==> config.mk <==
export PLATFORM = sky130hd
export DESIGN_NAME = start_sequencer
export DESIGN_NICKNAME = d
export VERILOG_FILES = /design/src/rtl/start_sequencer.sv
export SDC_FILE = /design/constraint.sdc
export NUM_CORES = 1
export LEC_CHECK = 0
export BUFFER_PORTS_ARGS = -buffer_cell sky130_fd_sc_hd__buf_2
export CAP_MARGIN = 15
export CORE_MARGIN = 2
export CORE_UTILIZATION = 60
export DETAILED_ROUTE_END_ITERATION = 8
export MAX_ROUTING_LAYER = met4
export PLACE_DENSITY = 0.84
export SYNTH_ARGS = -nofsm -noshare
export SYNTH_HDL_FRONTEND = slang
export SYNTH_SLANG_ARGS = --single-unit
==> constraint.sdc <==
create_clock -name Clk_100M -period 5.61 [get_ports Clk_100M]
set_input_delay 1.122 -clock Clk_100M [delete_from_list [all_inputs] [get_ports Clk_100M]]
set_output_delay 1.122 -clock Clk_100M [all_outputs]
set_load 0.01 [all_outputs]
==> src/rtl/start_sequencer.sv <==
// Power-up start sequencer: qualifies PLL lock, enables stages one by one on slow
// reference ticks, raises SYS_START when all are on, and faults/holds off on lock loss.
module start_sequencer #(
  parameter int          N_STAGE     = 4,
  parameter int          CNT_W       = 16,
  parameter int          LOCK_TICKS  = 8,
  parameter int          STAGE_TICKS = 1000,
  parameter int          HOLD_TICKS  = 400,
  parameter logic [15:0] BIAS_CODE   = 16'h7FFF
) (
  input  logic               Clk_100M,
  input  logic               Rst_n,
  input  logic               Clk_800K,
  input  logic               ePLL_LOCK,
  input  logic               Restart,
  output logic [N_STAGE-1:0] Stage_En,
  output logic               SYS_START,
  output logic               Lock_Fault,
  output logic [2:0]         Seq_State,
  output logic [15:0]        Bias_Control
);

  localparam int IDX_W = (N_STAGE > 1) ? $clog2(N_STAGE) : 1;

  localparam logic [CNT_W-1:0] LOCK_LAST  = CNT_W'(LOCK_TICKS - 1);
  localparam logic [CNT_W-1:0] STAGE_LAST = CNT_W'(STAGE_TICKS - 1);
  localparam logic [CNT_W-1:0] HOLD_LAST  = CNT_W'(HOLD_TICKS - 1);
  localparam logic [CNT_W-1:0] CNT_ONE    = CNT_W'(1);
  localparam logic [IDX_W-1:0] IDX_LAST   = IDX_W'(N_STAGE - 1);
  localparam logic [IDX_W-1:0] IDX_ONE    = IDX_W'(1);

  typedef enum logic [2:0] {
    S_IDLE  = 3'd0,
    S_LOCKQ = 3'd1,
    S_STAGE = 3'd2,
    S_RUN   = 3'd3,
    S_FAULT = 3'd4
  } state_e;

  state_e             state_q, state_d;
  logic [CNT_W-1:0]   cnt_q, cnt_d;
  logic [IDX_W-1:0]   idx_q, idx_d;
  logic [N_STAGE-1:0] stage_en_q, stage_en_d;
  logic               sys_start_q, sys_start_d;
  logic               lock_fault_q, lock_fault_d;
  logic [2:0]         clk8_q;
  logic [1:0]         lock_sync_q;
  logic               tick;
  logic               lock_s;

  // Third reference flop exists only to detect the rising edge of the synchronised clock.
  assign tick   = clk8_q[1] & ~clk8_q[2];
  assign lock_s = lock_sync_q[1];

  always_ff @(posedge Clk_100M or negedge Rst_n) begin
    if (!Rst_n) begin
      clk8_q       <= '0;
      lock_sync_q  <= '0;
      state_q      <= S_IDLE;
      cnt_q        <= '0;
      idx_q        <= '0;
      stage_en_q   <= '0;
      sys_start_q  <= 1'b0;
      lock_fault_q <= 1'b0;
    end else begin
      clk8_q       <= {clk8_q[1:0], Clk_800K};
      lock_sync_q  <= {lock_sync_q[0], ePLL_LOCK};
      state_q      <= state_d;
      cnt_q        <= cnt_d;
      idx_q        <= idx_d;
      stage_en_q   <= stage_en_d;
      sys_start_q  <= sys_start_d;
      lock_fault_q <= lock_fault_d;
    end
  end

  always_comb begin
    state_d      = state_q;
    cnt_d        = cnt_q;
    idx_d        = idx_q;
    stage_en_d   = stage_en_q;
    sys_start_d  = sys_start_q;
    lock_fault_d = lock_fault_q;
    if (Restart) begin
      state_d      = S_IDLE;
      cnt_d        = '0;
      idx_d        = '0;
      stage_en_d   = '0;
      sys_start_d  = 1'b0;
      lock_fault_d = 1'b0;
    end else begin
      case (state_q)
        S_IDLE: begin
          cnt_d = '0;
          idx_d = '0;
          if (lock_s) state_d = S_LOCKQ;
        end
        S_LOCKQ: begin
          if (!lock_s) begin
            state_d = S_IDLE;
            cnt_d   = '0;
          end else if (tick) begin
            if (cnt_q == LOCK_LAST) begin
              state_d = S_STAGE;
              cnt_d   = '0;
              idx_d   = '0;
            end else begin
              cnt_d = cnt_q + CNT_ONE;
            end
          end
        end
        S_STAGE, S_RUN: begin
          if (!lock_s) begin
            state_d      = S_FAULT;
            cnt_d        = '0;
            idx_d        = '0;
            stage_en_d   = '0;
            sys_start_d  = 1'b0;
            lock_fault_d = 1'b1;
          end else if (state_q == S_STAGE && tick) begin
            if (cnt_q == STAGE_LAST) begin
              stage_en_d[idx_q] = 1'b1;
              cnt_d             = '0;
              // Last enable and SYS_START land on the same edge.
              if (idx_q == IDX_LAST) begin
                state_d     = S_RUN;
                sys_start_d = 1'b1;
              end else begin
                idx_d = idx_q + IDX_ONE;
              end
            end else begin
              cnt_d = cnt_q + CNT_ONE;
            end
          end
        end
        S_FAULT: begin
          if (tick) begin
            if (cnt_q == HOLD_LAST) begin
              state_d = S_IDLE;
              cnt_d   = '0;
            end else begin
              cnt_d = cnt_q + CNT_ONE;
            end
          end
        end
        default: begin
          state_d = S_IDLE;
          cnt_d   = '0;
          idx_d   = '0;
        end
      endcase
    end
  end

  assign Stage_En     = stage_en_q;
  assign SYS_START    = sys_start_q;
  assign Lock_Fault   = lock_fault_q;
  assign Seq_State    = state_q;
  assign Bias_Control = BIAS_CODE;

endmodule

# Word-level counts from Yosys, hierarchy flattened
# Index checks and enable logic that the tools add are counted.
[classes] add_sub_neg=2 muxes=47 order_cmp=2 bitwise=3 n_eq_ne=25 n_reduce_logical=11
[op_table] operator="two-way mux 16 bit" n=9
[op_table] operator="one-hot mux 16 bit (3 select lines)" n=1
[op_table] operator="two-way mux 3 bit" n=11
[op_table] operator="inequality test 4 bit, second input constant" n=6
[op_table] operator="two-way mux 4 bit" n=5
[op_table] operator="inequality test 3 bit, second input constant" n=6
[op_table] operator="adder 16 x 1 -> 16 bit, second input constant" n=1
[op_table] operator="== test 16 x 10 -> 1 bit, second input constant" n=1
[op_table] operator="== test 16 x 3 -> 1 bit, second input constant" n=1
[op_table] operator="== test 16 x 9 -> 1 bit, second input constant" n=1
[op_table] operator="two-way mux 2 bit" n=8
[op_table] operator="one-hot mux 3 bit (4 select lines)" n=1
[op_table] operator="two-way mux 1 bit" n=10
[op_table] operator="inequality test 3 x 2 -> 1 bit, second input constant" n=3
[op_table] operator="AND reduction 8 bit" n=1
[op_table] operator="AND reduction 7 bit" n=1
[op_table] operator="== test 3 x 2 -> 1 bit, second input constant" n=2
[op_table] operator="one-hot mux 2 bit (3 select lines)" n=1
[op_table] operator="AND reduction 3 bit" n=2
[op_table] operator="inequality test 2 bit, second input constant" n=2
[op_table] operator="bitwise OR 4 bit" n=1
[op_table] operator="AND reduction 4 bit" n=1
[op_table] operator="== test 3 x 1 -> 1 bit, second input constant" n=1
[op_table] operator="== test 3 bit, second input constant" n=1
[op_table] operator="other kinds (12)" n=13
[totals] reg_bits=32 input_bits=5 wordCells=98 output_inout_bits=25

# Depth between registers and ports, before layout
[depth] word_depth=10 ltp_mapped=8 mapped_depth_nobuf=7

# Worst setup path after synthesis
# No wires, ideal clock.
[synth_path] path_kind="register to register" start="reg cnt_q[0]" end="reg idx_q[0]" stages_incl_launch_ff=8 setup_slack_ps=3104 t_required_ps=5485 t_arrival_ps=2381 path_cell_list="dfrtp_1 > ha_1 > or4bb_1 > or4_4 > or4_4 > nor2_2 > o21ai_2 > mux2_4"
[synth_between] elab_chain_cells=3 elab_cells_between_ends=5 classes_between="eq/ne (4); reduce/logical (1)"
[synth_rtl] element="start, declared" line="41" rtl="logic [CNT_W-1:0] cnt_q, cnt_d;"
[synth_rtl] element="start signal, assigned" line="69" rtl="cnt_q <= cnt_d;"
[synth_rtl] element="== test 16 x 10 -> 1 bit or == test 16 x 3 -> 1 bit (tied branches)" line="121, 103"
[synth_rtl] element="inequality test 4 bit (no source line) or inequality test 3 bit (tied branches)"
[synth_rtl] element="AND reduction 7 bit (no source line) *"
[synth_rtl] element="end signal, assigned" line="70" rtl="idx_q <= idx_d;"
[synth_rtl] element="end, declared" line="42" rtl="logic [IDX_W-1:0] idx_q, idx_d;"
# Every way passes the cells marked *; elsewhere a longest branch is shown, timed or not.
# A chain may end at the register's enable or synchronous reset.

# Worst setup path in the final report
[layout_path] start="reg cnt_q[0]" end="reg cnt_q[2]"
[layout_between] elab_chain_cells=6 elab_cells_between_ends=14 classes_between="add/sub (1); eq/ne (3); mux (10)"
[layout_rtl] element="adder 16 x 1 -> 16 bit, or another cell as far along" line="108, 132, 142"
[layout_rtl] element="two-way mux 16 bit (on tied branches)" line="121, 103"
[layout_rtl] element="two-way mux 16 bit (on tied branches)" line="120, 102"
[layout_rtl] element="two-way mux 16 bit (on tied branches)" line="113, 99"
[layout_rtl] element="one-hot mux 16 bit (3 select lines) *" line="92" rtl="case (state_q)"
[layout_rtl] element="two-way mux 16 bit *" line="84" rtl="if (Restart) begin"
# Every way passes the cells marked *; elsewhere a longest branch is shown, timed or not. The select of a mux whose other input is x is not followed.

==> results.yml <==
outcome:
  status: "finished clean"
yosys:
  async_flop_share: 1.00
  post_synth_inst_count: 209
  avgSynthCellArea_um2: 9.23
  synth_cell_types: 46
  ys_warn_count: 0
  synth-edff-count: 0
  synth_seq_cells: 32
  seq_area_frac_synth: 0.415
  ys.flop_type: "dfrtp_1"
  synth_area_mm2: 0.00193
worst_setup_path:
  r2r-start: "cnt_q[0]"
  regToRegSetupSlack_ps: 2550
  end_kind: "flop"
  reg2reg_to: "cnt_q[2]"
  critical_path.startpoint_type: "flop"
  crit_arrival_ps: 3280
  r2r.worst_path.cells: 7
  worstPathRequired_ps: 5840
  path_max_fanout: 16
  crit_type: "reg2reg"
placed_design:
  hpwl_um: 2840
  portBuffers: 13
  dp_cells: 257
  routabilityCongestion: 0.922
  place_ws_ps: 2620
clock_network:
  cts.path.max_buffers: 2
  cts_inserted_buffers: 5
  htree_levels: 2
  clock-sinks: 32
  cts_resized: 0
  cts_tree: "yes"
  holdBufCountCts: 0
  clock_latency_ps: 340
  cts_root_buf: "clkbuf_4"
  cts_setup_buffers: 0
  path_clk_slew_ps: 110
sta:
  drv_slew: 0
  worst-slew-pin-transition_ps: 701
  period_needed_ps: 3060
  hold_violations: 0
  period_share: 0.545
  finalSetupViolCount: 0
  max_freq_mhz: 327
  rsz0062_at_grt: "no"
  fin_skew_ps: 7.80
  tns_ps: 0
  slew_headroom: 0.533
  setup_ws_ps: 2550
grt:
  overflow: 0
  grt_pass1_wl_um: 6750
  grt_pass1_vias: 1537
  grt_use_total: 0.258
  grt_antenna_before_repair: 0
  grt_max_degree: 33
finish:
  layout_common_cells: "dfrtp_1, nand2_1, nor2_1, conb_1, a22o_1"
  finalNonFillerCells: 265
  final_net_count: 230
  seqCellArea_um2: 801
  final_common_cell: "dfrtp_1"
  drive_gt1_frac: 0.154
  syn_to_final_growth_pct: 4.34
  n_antenna_cell: 0
  fillers: 278
  multiInputGateArea_mm2: 0.00100
hold_path:
  min_to: "lock_sync_q[1]"
  hold_class: "reg2reg"
  worstHoldPathCells: 0
  hp-start: "lock_sync_q[0]"
floorplanning:
  rows: 20
  design.core.area_mm2: 0.00305
  die-area_mm2: 0.00369
  fp.dieH_um: 60.7
  num_io_pins: 30
  die_x_um: 60.7
  start_util: 0.632
drt:
  via_per_inst: 5.86
  ant_nets: 0
  firstDrtPassIters: 4
  drt-initial-drc-count: 127
  drcViolationCount: 0
  drt_wl_total_um: 3950
  wl_per_cell_um: 14.9
  route.vias.total: 1553
job:
  drv_cap: 0
power:
  p_leak_nw: 0.962
  max-vdd-ir-drop_v: 0.000254
  power_density_mw_per_mm2: 264
synthesized netlist by cell type (all sizes together) (2+ instances only):
cell / n / area share
a21o: 2 / 0.0078
a21oi: 2 / 0.0052
a22o: 15 / 0.068
a2bb2oi: 2 / 0.0091
and3: 6 / 0.019
buf: 21 / 0.078
clkbuf: 2 / 0.0091
conb: 2 / 0.0039
dfrtp: 32 / 0.42
ha: 5 / 0.032
inv: 3 / 0.0058
nand2: 23 / 0.045
nand3: 9 / 0.023
nand4: 2 / 0.0065
nor2: 18 / 0.038
nor2b: 7 / 0.023
nor3: 5 / 0.013
nor3b: 2 / 0.0078
nor4: 2 / 0.0065
o21ai: 20 / 0.056
o22ai: 2 / 0.0065
o31ai: 2 / 0.0078
or2: 3 / 0.0097
or2b: 2 / 0.0091
or4: 5 / 0.025
or4bb: 2 / 0.012
worst max-delay path, stage by stage, from the launching register on:
cell and delay (ps):
dfrtp_1 420, ha_1 240, or4bb_1 530, or4_1 550, o2bb2ai_1 160, o21ai_2 520, nor2_2 260, a22o_1 270
logic make-up (layout without fill, tap and decap cells):
kind of cell    after synthesis  after routing  synth area share
flops                        32             32             0.415
fa+ha+maj                     5              5            0.0324
buf+inv                      26             24            0.0934
other cells                   2             16           0.00389
simple gates                 91             91             0.257
mux                           2              2            0.0130
compound gates               51             51             0.185
worst max-delay path by stage:
stage	end	slack [ps]	start	cells past startpoint
2_1_floorplan	idx_q[0]	3100	cnt_q[0]	7
3_3_place_gp	cnt_q[10]	2720	cnt_q[0]	7
3_5_place_dp	cnt_q[2]	2620	cnt_q[0]	7
4_1_cts	cnt_q[2]	2590	cnt_q[0]	7
5_1_grt	cnt_q[12]	2420	cnt_q[0]	7
6_report	cnt_q[2]	2550	cnt_q[0]	7
layout make-up:
type / count / area share
Multi-Input combinational cell: 165 / 0.497
Sequential cell: 32 / 0.398
Timing Repair Buffer: 13 / 0.0323
Tap cell: 44 / 0.0273
Clock inverter: 3 / 0.0211
Clock buffer: 5 / 0.0186
Inverter: 3 / 0.00559
per-stage QoR:
step | cell area, µm² | utilization | hold WS [ps] | power [mW]
finish | 2010 | 0.659 | 383 | 0.532
global route | 2010 | 0.659 | 401 | 0.560
CTS | 2010 | 0.659 | 395 | 0.534
detailed placement | 1930 | 0.633 | 346 | 0.358
global placement | 1930 | 0.633 | 333 | 0.353
floorplan | 1980 | - | 331 | 0.339
flip-flops by register name, summed over array words and instances, names as in the netlist:
signal       count
Lock_Fault       1
SYS_START        1
Seq_State        3
Stage_En         4
clk8_q           3
cnt_q           16
idx_q            2
lock_sync_q      2
where the power goes:
group / internal, mW / total, mW / leakage, nW / switching [mW]
registers: 0.239 / 0.255 / 0.434 / 0.0157
logic: 0.0353 / 0.0997 / 0.487 / 0.0644
clock network: 0.0929 / 0.177 / 0.0412 / 0.0846
metal layers:
metal,part of all wire,global-route usage,up-vias
met3,0.042,0.0618,13
met4,0.029,0.130,0
met5,0,-,-
met1,0.44,0.320,747
li1,-,-,745
met2,0.49,0.393,48
Note: power is estimated with default switching activity, not from simulation.
